`config.mk`:
```
export PLATFORM = sky130hd
export DESIGN_NAME = regfile_scoreboard
export DESIGN_NICKNAME = d
export VERILOG_FILES = /design/src/rtl/riscv_rf_pkg.sv /design/src/rtl/rf_scoreboard.sv /design/src/rtl/regfile_scoreboard.sv
export SDC_FILE = /design/constraint.sdc
export NUM_CORES = 2
export LEC_CHECK = 0
export BUFFER_PORTS_ARGS = -buffer_cell sky130_fd_sc_hd__buf_2
export CORE_ASPECT_RATIO = 0.6
export CORE_MARGIN = 2
export CORE_UTILIZATION = 50
export CTS_BUF_LIST = sky130_fd_sc_hd__clkbuf_4 sky130_fd_sc_hd__clkbuf_8 sky130_fd_sc_hd__clkbuf_16
export DETAILED_ROUTE_END_ITERATION = 12
export PLACE_DENSITY = 0.73
export SLEW_MARGIN = 10
export SYNTH_ARGS = -nofsm -noshare
export SYNTH_HDL_FRONTEND = slang
export SYNTH_SLANG_ARGS = --single-unit
```
`constraint.sdc`:
```
create_clock -name clk -period 92.4 [get_ports clk]
set_input_delay 9.24 -clock clk [delete_from_list [all_inputs] [get_ports clk]]
set_output_delay 9.24 -clock clk [all_outputs]
set_load 0.01 [all_outputs]
```
`src/rtl/riscv_rf_pkg.sv`:
```
// Shared defaults and types for the integer register file and its busy scoreboard.
package riscv_rf_pkg;
  localparam int XLEN_DEF  = 32;
  localparam int NREGS_DEF = 32;
  localparam int AW_DEF    = $clog2(NREGS_DEF);

  typedef logic [AW_DEF-1:0] reg_addr_t;

  localparam reg_addr_t ZERO_ADDR = reg_addr_t'(0);
endpackage

```
`src/rtl/rf_scoreboard.sv`:
```
// Per-register busy tracking: reserve at issue, release at writeback, flush clears all.
// Also keeps an exact count of busy registers and flags writebacks to unreserved registers.
module rf_scoreboard
  import riscv_rf_pkg::*;
#(
  parameter int NREGS    = NREGS_DEF,
  parameter int AW       = $clog2(NREGS),
  parameter int BYPASS   = 1,
  parameter int ZERO_REG = 1
) (
  input  logic          clk,
  input  logic          reset,
  input  logic [AW-1:0] a1,
  input  logic [AW-1:0] a2,
  input  logic          we3,
  input  logic [AW-1:0] a3,
  input  logic          rsv_en,
  input  logic [AW-1:0] rsv_addr,
  input  logic          flush,
  output logic          busy1,
  output logic          busy2,
  output logic          rsv_busy,
  output logic [AW:0]   busy_count,
  output logic          err_wb_unrsv
);
  localparam logic [AW-1:0] ZADDR    = AW'(ZERO_ADDR);
  localparam logic          HAS_ZERO = (ZERO_REG != 0);
  localparam logic          HAS_BYP  = (BYPASS != 0);

  logic [NREGS-1:0] r_busy;
  logic [NREGS-1:0] w_busy_nxt;
  logic [AW:0]      r_count;
  logic [AW:0]      w_count_nxt;
  logic             r_err;
  logic             w_wb_valid;
  logic             w_rsv_valid;
  logic             w_set_new;
  logic             w_clr_real;

  assign w_wb_valid  = we3 & ~(HAS_ZERO & (a3 == ZADDR));
  assign w_rsv_valid = rsv_en & ~(HAS_ZERO & (rsv_addr == ZADDR));
  // A release of the register being reserved in the same cycle is not a real clear.
  assign w_set_new   = w_rsv_valid & ~r_busy[rsv_addr];
  assign w_clr_real  = w_wb_valid & r_busy[a3] & ~(w_rsv_valid & (rsv_addr == a3));

  assign busy1    = r_busy[a1] & ~(HAS_BYP & we3 & (a3 == a1)) & ~(HAS_ZERO & (a1 == ZADDR));
  assign busy2    = r_busy[a2] & ~(HAS_BYP & we3 & (a3 == a2)) & ~(HAS_ZERO & (a2 == ZADDR));
  assign rsv_busy = r_busy[rsv_addr] & ~(we3 & (a3 == rsv_addr));

  assign busy_count   = r_count;
  assign err_wb_unrsv = r_err;

  // Next busy vector with priority flush > reserve > release.
  always_comb begin
    w_busy_nxt = r_busy;
    for (int i = 0; i < NREGS; i++) begin
      if (flush) begin
        w_busy_nxt[i] = 1'b0;
      end else if (w_rsv_valid && (rsv_addr == AW'(i))) begin
        w_busy_nxt[i] = 1'b1;
      end else if (w_wb_valid && (a3 == AW'(i))) begin
        w_busy_nxt[i] = 1'b0;
      end else begin
        w_busy_nxt[i] = r_busy[i];
      end
    end
  end

  // Incremental popcount of the busy vector.
  always_comb begin
    case ({w_set_new, w_clr_real})
      2'b10:   w_count_nxt = r_count + {{AW{1'b0}}, 1'b1};
      2'b01:   w_count_nxt = r_count - {{AW{1'b0}}, 1'b1};
      default: w_count_nxt = r_count;
    endcase
  end

  // Scoreboard state; flush clears busy state but still lets the error flag drop.
  always_ff @(posedge clk or posedge reset) begin
    if (reset) begin
      r_busy  <= {NREGS{1'b0}};
      r_count <= {(AW+1){1'b0}};
      r_err   <= 1'b0;
    end else begin
      r_busy  <= w_busy_nxt;
      r_count <= flush ? {(AW+1){1'b0}} : w_count_nxt;
      r_err   <= w_wb_valid & ~r_busy[a3] & ~flush;
    end
  end
endmodule

```
`src/rtl/regfile_scoreboard.sv`:
```
// Integer register file (2 async reads, 1 write, optional bypass, optional zero register)
// with a busy scoreboard used by decode for RAW/WAW hazard detection.
module regfile_scoreboard
  import riscv_rf_pkg::*;
#(
  parameter int XLEN     = XLEN_DEF,
  parameter int NREGS    = NREGS_DEF,
  parameter int AW       = $clog2(NREGS),
  parameter int BYPASS   = 1,
  parameter int ZERO_REG = 1
) (
  input  logic            clk,
  input  logic            reset,
  input  logic [AW-1:0]   a1,
  input  logic [AW-1:0]   a2,
  output logic [XLEN-1:0] rd1,
  output logic [XLEN-1:0] rd2,
  output logic            busy1,
  output logic            busy2,
  input  logic            we3,
  input  logic [AW-1:0]   a3,
  input  logic [XLEN-1:0] wd3,
  input  logic            rsv_en,
  input  logic [AW-1:0]   rsv_addr,
  output logic            rsv_busy,
  input  logic            flush,
  output logic [AW:0]     busy_count,
  output logic            err_wb_unrsv
);
  localparam logic [AW-1:0] ZADDR    = AW'(ZERO_ADDR);
  localparam logic          HAS_ZERO = (ZERO_REG != 0);
  localparam logic          HAS_BYP  = (BYPASS != 0);

  logic [XLEN-1:0] r_regs [NREGS];
  logic            w_we;

  assign w_we = we3 & ~(HAS_ZERO & (a3 == ZADDR));

  // Storage array; cleared asynchronously so reads are defined while reset is held.
  always_ff @(posedge clk or posedge reset) begin
    if (reset) begin
      for (int i = 0; i < NREGS; i++) begin
        r_regs[i] <= {XLEN{1'b0}};
      end
    end else if (w_we) begin
      r_regs[a3] <= wd3;
    end
  end

  // Read port 1: zero register, then same-cycle writeback forwarding, then storage.
  always_comb begin
    if (HAS_ZERO && (a1 == ZADDR)) begin
      rd1 = {XLEN{1'b0}};
    end else if (HAS_BYP && we3 && (a3 == a1)) begin
      rd1 = wd3;
    end else begin
      rd1 = r_regs[a1];
    end
  end

  // Read port 2: same selection as port 1.
  always_comb begin
    if (HAS_ZERO && (a2 == ZADDR)) begin
      rd2 = {XLEN{1'b0}};
    end else if (HAS_BYP && we3 && (a3 == a2)) begin
      rd2 = wd3;
    end else begin
      rd2 = r_regs[a2];
    end
  end

  rf_scoreboard #(
    .NREGS    (NREGS),
    .AW       (AW),
    .BYPASS   (BYPASS),
    .ZERO_REG (ZERO_REG)
  ) u_sb (
    .clk          (clk),
    .reset        (reset),
    .a1           (a1),
    .a2           (a2),
    .we3          (we3),
    .a3           (a3),
    .rsv_en       (rsv_en),
    .rsv_addr     (rsv_addr),
    .flush        (flush),
    .busy1        (busy1),
    .busy2        (busy2),
    .rsv_busy     (rsv_busy),
    .busy_count   (busy_count),
    .err_wb_unrsv (err_wb_unrsv)
  );
endmodule

```
==> impl_results.md <==
* Crit-path cells: buf_8 -> buf_4 -> buf_4 -> buf_4 -> mux4_2 -> nor2b_1 -> a211oi_1 -> a21oi_1 -> mux2i_1 -> a211oi_1 -> buf_2
* Worst vdd ir at ~0.018 mV
* H-tree lvl count at 3
* Syn_area_per_cell at 15.6 sq um
* Period minus WS final at 23110 ps
* Placer Congestion at 0.897
* DIE HEIGHT at 268 um
* WP buf/inv at 5
* Via-to-Cell Ratio at 6.93
* First-pass GRT wire length at 250000 um
* Synthesized Nets at 3766
* Internal Power at roughly 0.00097 W
* Detailed-route DRC error count at 0
* Clock Power Share at 32.6%
* # IOs at 131
* Syn-to-layout area delta at 8.42%
* Hold crit path type: register to register
* Power density over the cells at ~21 nW/um^2
* Combinational fraction of design power at about a fifth
* Reg2Reg Depth at 12
* Register area share after synthesis at a little under half
* DP Area at approximately 60000 sq um
* Crit path kind: input port to output port
* Worst Path Required at 83160 ps
* R2R setup slack at 88870 ps
* Routed Antenna Nets at 0
* Die ar. at 119000 sq um
* Critical path startpoint category: input port
* Max Buffers Root-to-Sink at 3
* Critical path's slowest cell: buf_4
* IO Port Bufs at 130
* Max FO, Critical Path at 45
* Max-Slew Margin vs Limit at between 20 and 25%
* RSZ-0062 raised after global routing: no
* Die extent in x at 443 um
* Post-synth EDFFs at 0
* Reg-to-Reg End: u_sb.busy_count[5]
* Clk_skew at 11.6 ps
* Post-CTS sizing at 0
* CTS tree: done
* Hold path start: r_regs[1008]
* Starting Density at 50.5%
* Sink Count at about 1100
* Layout net count at between 3000 and 4000
* Fillers at 9092
* Setup tns final at 0 ps
* Sw frac at a little over a quarter
* Pre-CTS WS at 69140 ps
* Hold Slack at between 300 and 400 ps
* Max_cap viols at 0
* Sequential share of power at 46.2%
* Final Max Tran Viols at 0
* Final hold viol count at 0
* FF+latch count, synth at about 1100
* Status: finished clean
* Final WS setup at 69290 ps
* Overall power at 0.00133 W
* Hold buffers post-CTS at 0
* Largest net degree at the start of global routing at 173
* Clk slew on worst S/H paths at 70 ps
* Crit-path most repeated cell: buf_4
* Async SR Flop Fraction at 100%
* CTS root buffer: clkbuf_16
* Post-synth top flop: dfrtp_1
* Final setup vio count at 0
* Crit. End Element: output port
* Overall Global Routing Usage at 29.0%
* Synth unique cells at 55
* Critical Path Sink: rd1[17]
* Total CTS buffers at 97
* Design area at 62700 sq um
* Share of cells above drive strength 1 at 56.3%
* Syn Inst Count at 3704
* CP startpoint: a1[0]
* Via count at 35700
* Largest stage delay, worst path at 840 ps
* Initial DRC count at ~4500
* Vias in the first global route at 35700
* HPWL after detailed placement at 90100 um
* DRT Wirelength at 170000 um
* Arrival time worst endpoint at 13870 ps
* Initial antenna violation count at 10
* GRT overflow at 0
* Crit share post-route at 25.0%
* Wire per inst at around 33 um
* Post-CTS Setup Bufs at 0
* Yosys Warn Count at 0
* Core area at 115000 sq um
* Rows at 96
* Clk_lat worst skew at between 700 and 800 ps
* TritonRoute pass-1 iters at 5
* Fmax at 43.3 MHz
* P_leak at 26.9 nW
* Net Switching at roughly 0.00036 W
* FF-to-FF Start: u_sb.r_busy[20]
* Cell Area, Synth at about 58000 sq um
* Critical Path Stages at 11
* Cell family with most CP delay: buffers and inverters
* Worst slew pin tran at 1190 ps
## worst register-to-register path, stage by stage (launching register included)
cell and delay (ps):
dfrtp_1 450, mux4_2 290, a22oi_1 100, nand3_1 210, o31ai_4 120, a211oi_2 850
ha_1 380, a21o_1 150, a21oi_1 220, o21bai_1 90, a21oi_1 270, nand3b_1 150
nand4_1 100
## logic make-up (layout without fill, tap and decap cells)
family,count (synthesis),count (layout),share of synthesized area (%)
flip-flops,1063,1063,46.0
adder cells (fa/ha/maj),5,5,0.121
buffers and inverters,440,370,3.35
AND/OR/NAND/NOR,244,244,2.01
other,0,3,0
multiplexers,1750,1750,46.3
XOR/XNOR,18,18,0.272
AO/OA/AOI/OAI,184,184,2.03
## synth_stat cells (5+ instances only)
library cell  instances  share of area, %
a211oi_1             49              0.64
a21oi_1              44              0.38
a22oi_1              14              0.18
a32oi_1               5             0.076
and2_1                6             0.065
buf_1                50              0.32
buf_2               147               1.3
buf_4                19              0.25
clkbuf_1            213               1.4
dfrtp_1            1063                46
inv_1                 7             0.045
mux2_2             1000                19
mux2i_1             109               1.9
mux4_2              640                25
nand2_1              67              0.43
nand2b_1              8             0.086
nand3_1              22              0.19
nand4_1               7             0.076
nor2_1               78              0.51
nor2b_1              23              0.25
nor3_1               10             0.086
nor3b_1               6             0.078
o21ai_0              34              0.29
o21ai_1              21              0.18
xnor2_1               7              0.11
xor2_1               11              0.17
## flip-flops by register name, summed over array words and instances, names as in the netlist
register	count
u_sb.r_busy	32
r_regs	1024
u_sb.err_wb_unrsv	1
u_sb.busy_count	6
## power groups by stage
stage / clock network [W] / logic, W / registers [W]
after floorplan: 0 / 0.000227 / 0.000600
after global placement: 0 / 0.000276 / 0.000615
after detailed placement: 0 / 0.000283 / 0.000620
after CTS: 0.000439 / 0.000284 / 0.000612
after global routing: 0.000459 / 0.000302 / 0.000626
final: 0.000434 / 0.000283 / 0.000616
## stage by stage
step	util, %	instances
6_report	54.8	5156
5_1_grt	54.8	5155
4_1_cts	54.7	5152
3_5_place_dp	51.8	4978
3_3_place_gp	51.8	4978
2_1_floorplan	-	3704
## final cells by class
class | instances | area [sq um] | area share [%]
Timing Repair Buffer | 189 | 1230 | 1.95
Multi-Input combinational cell | 2201 | 29600 | 47.2
Sequential cell | 1063 | 26600 | 42.4
Inverter | 7 | 33.8 | 0.0538
Clock buffer | 135 | 2890 | 4.61
Tap cell | 1519 | 1900 | 3.03
Antenna cell | 3 | 7.51 | 0.0120
Clock inverter | 39 | 492 | 0.784
## routing by layer
| layer | share of wire [%] | track usage (%) | up-vias |
|---|---|---|---|
| met5 | 0.035 | 0 | - |
| met4 | 3.4 | 8.71 | 8 |
| met3 | 11 | 9.19 | 343 |
| met2 | 45 | 42.5 | 1900 |
| met1 | 41 | 41.8 | 19400 |
| li1 | - | - | 14100 |
## cell usage in the layout (no fill, tap or decap), drive strengths merged, types with 4 or more instances in the layout
cell and n:
dfrtp 1063, mux2 1001, mux4 640, buf 189
clkbuf 135, mux2i 109, nor2 78, nand2 67
o21ai 55, a211oi 50, a21oi 44, clkinv 24
nor2b 23, nand3 22, a22oi 14, xor2 11
nor3 10, inv 10, bufinv 9, nand2b 8
xnor2 7, nand4 7, nor3b 7, and2 6
a32oi 5, ha 4
## worst min-delay path by stage
| stage | endpoint | depth (start not counted) |
|---|---|---|
| 2_1_floorplan | r_regs[1000] | 1 |
| 3_3_place_gp | r_regs[1012] | 0 |
| 3_5_place_dp | r_regs[1002] | 0 |
| 4_1_cts | r_regs[1002] | 0 |
| 5_1_grt | r_regs[1021] | 0 |
| 6_report | r_regs[1008] | 0 |
Power figures use the tool's default switching activity.
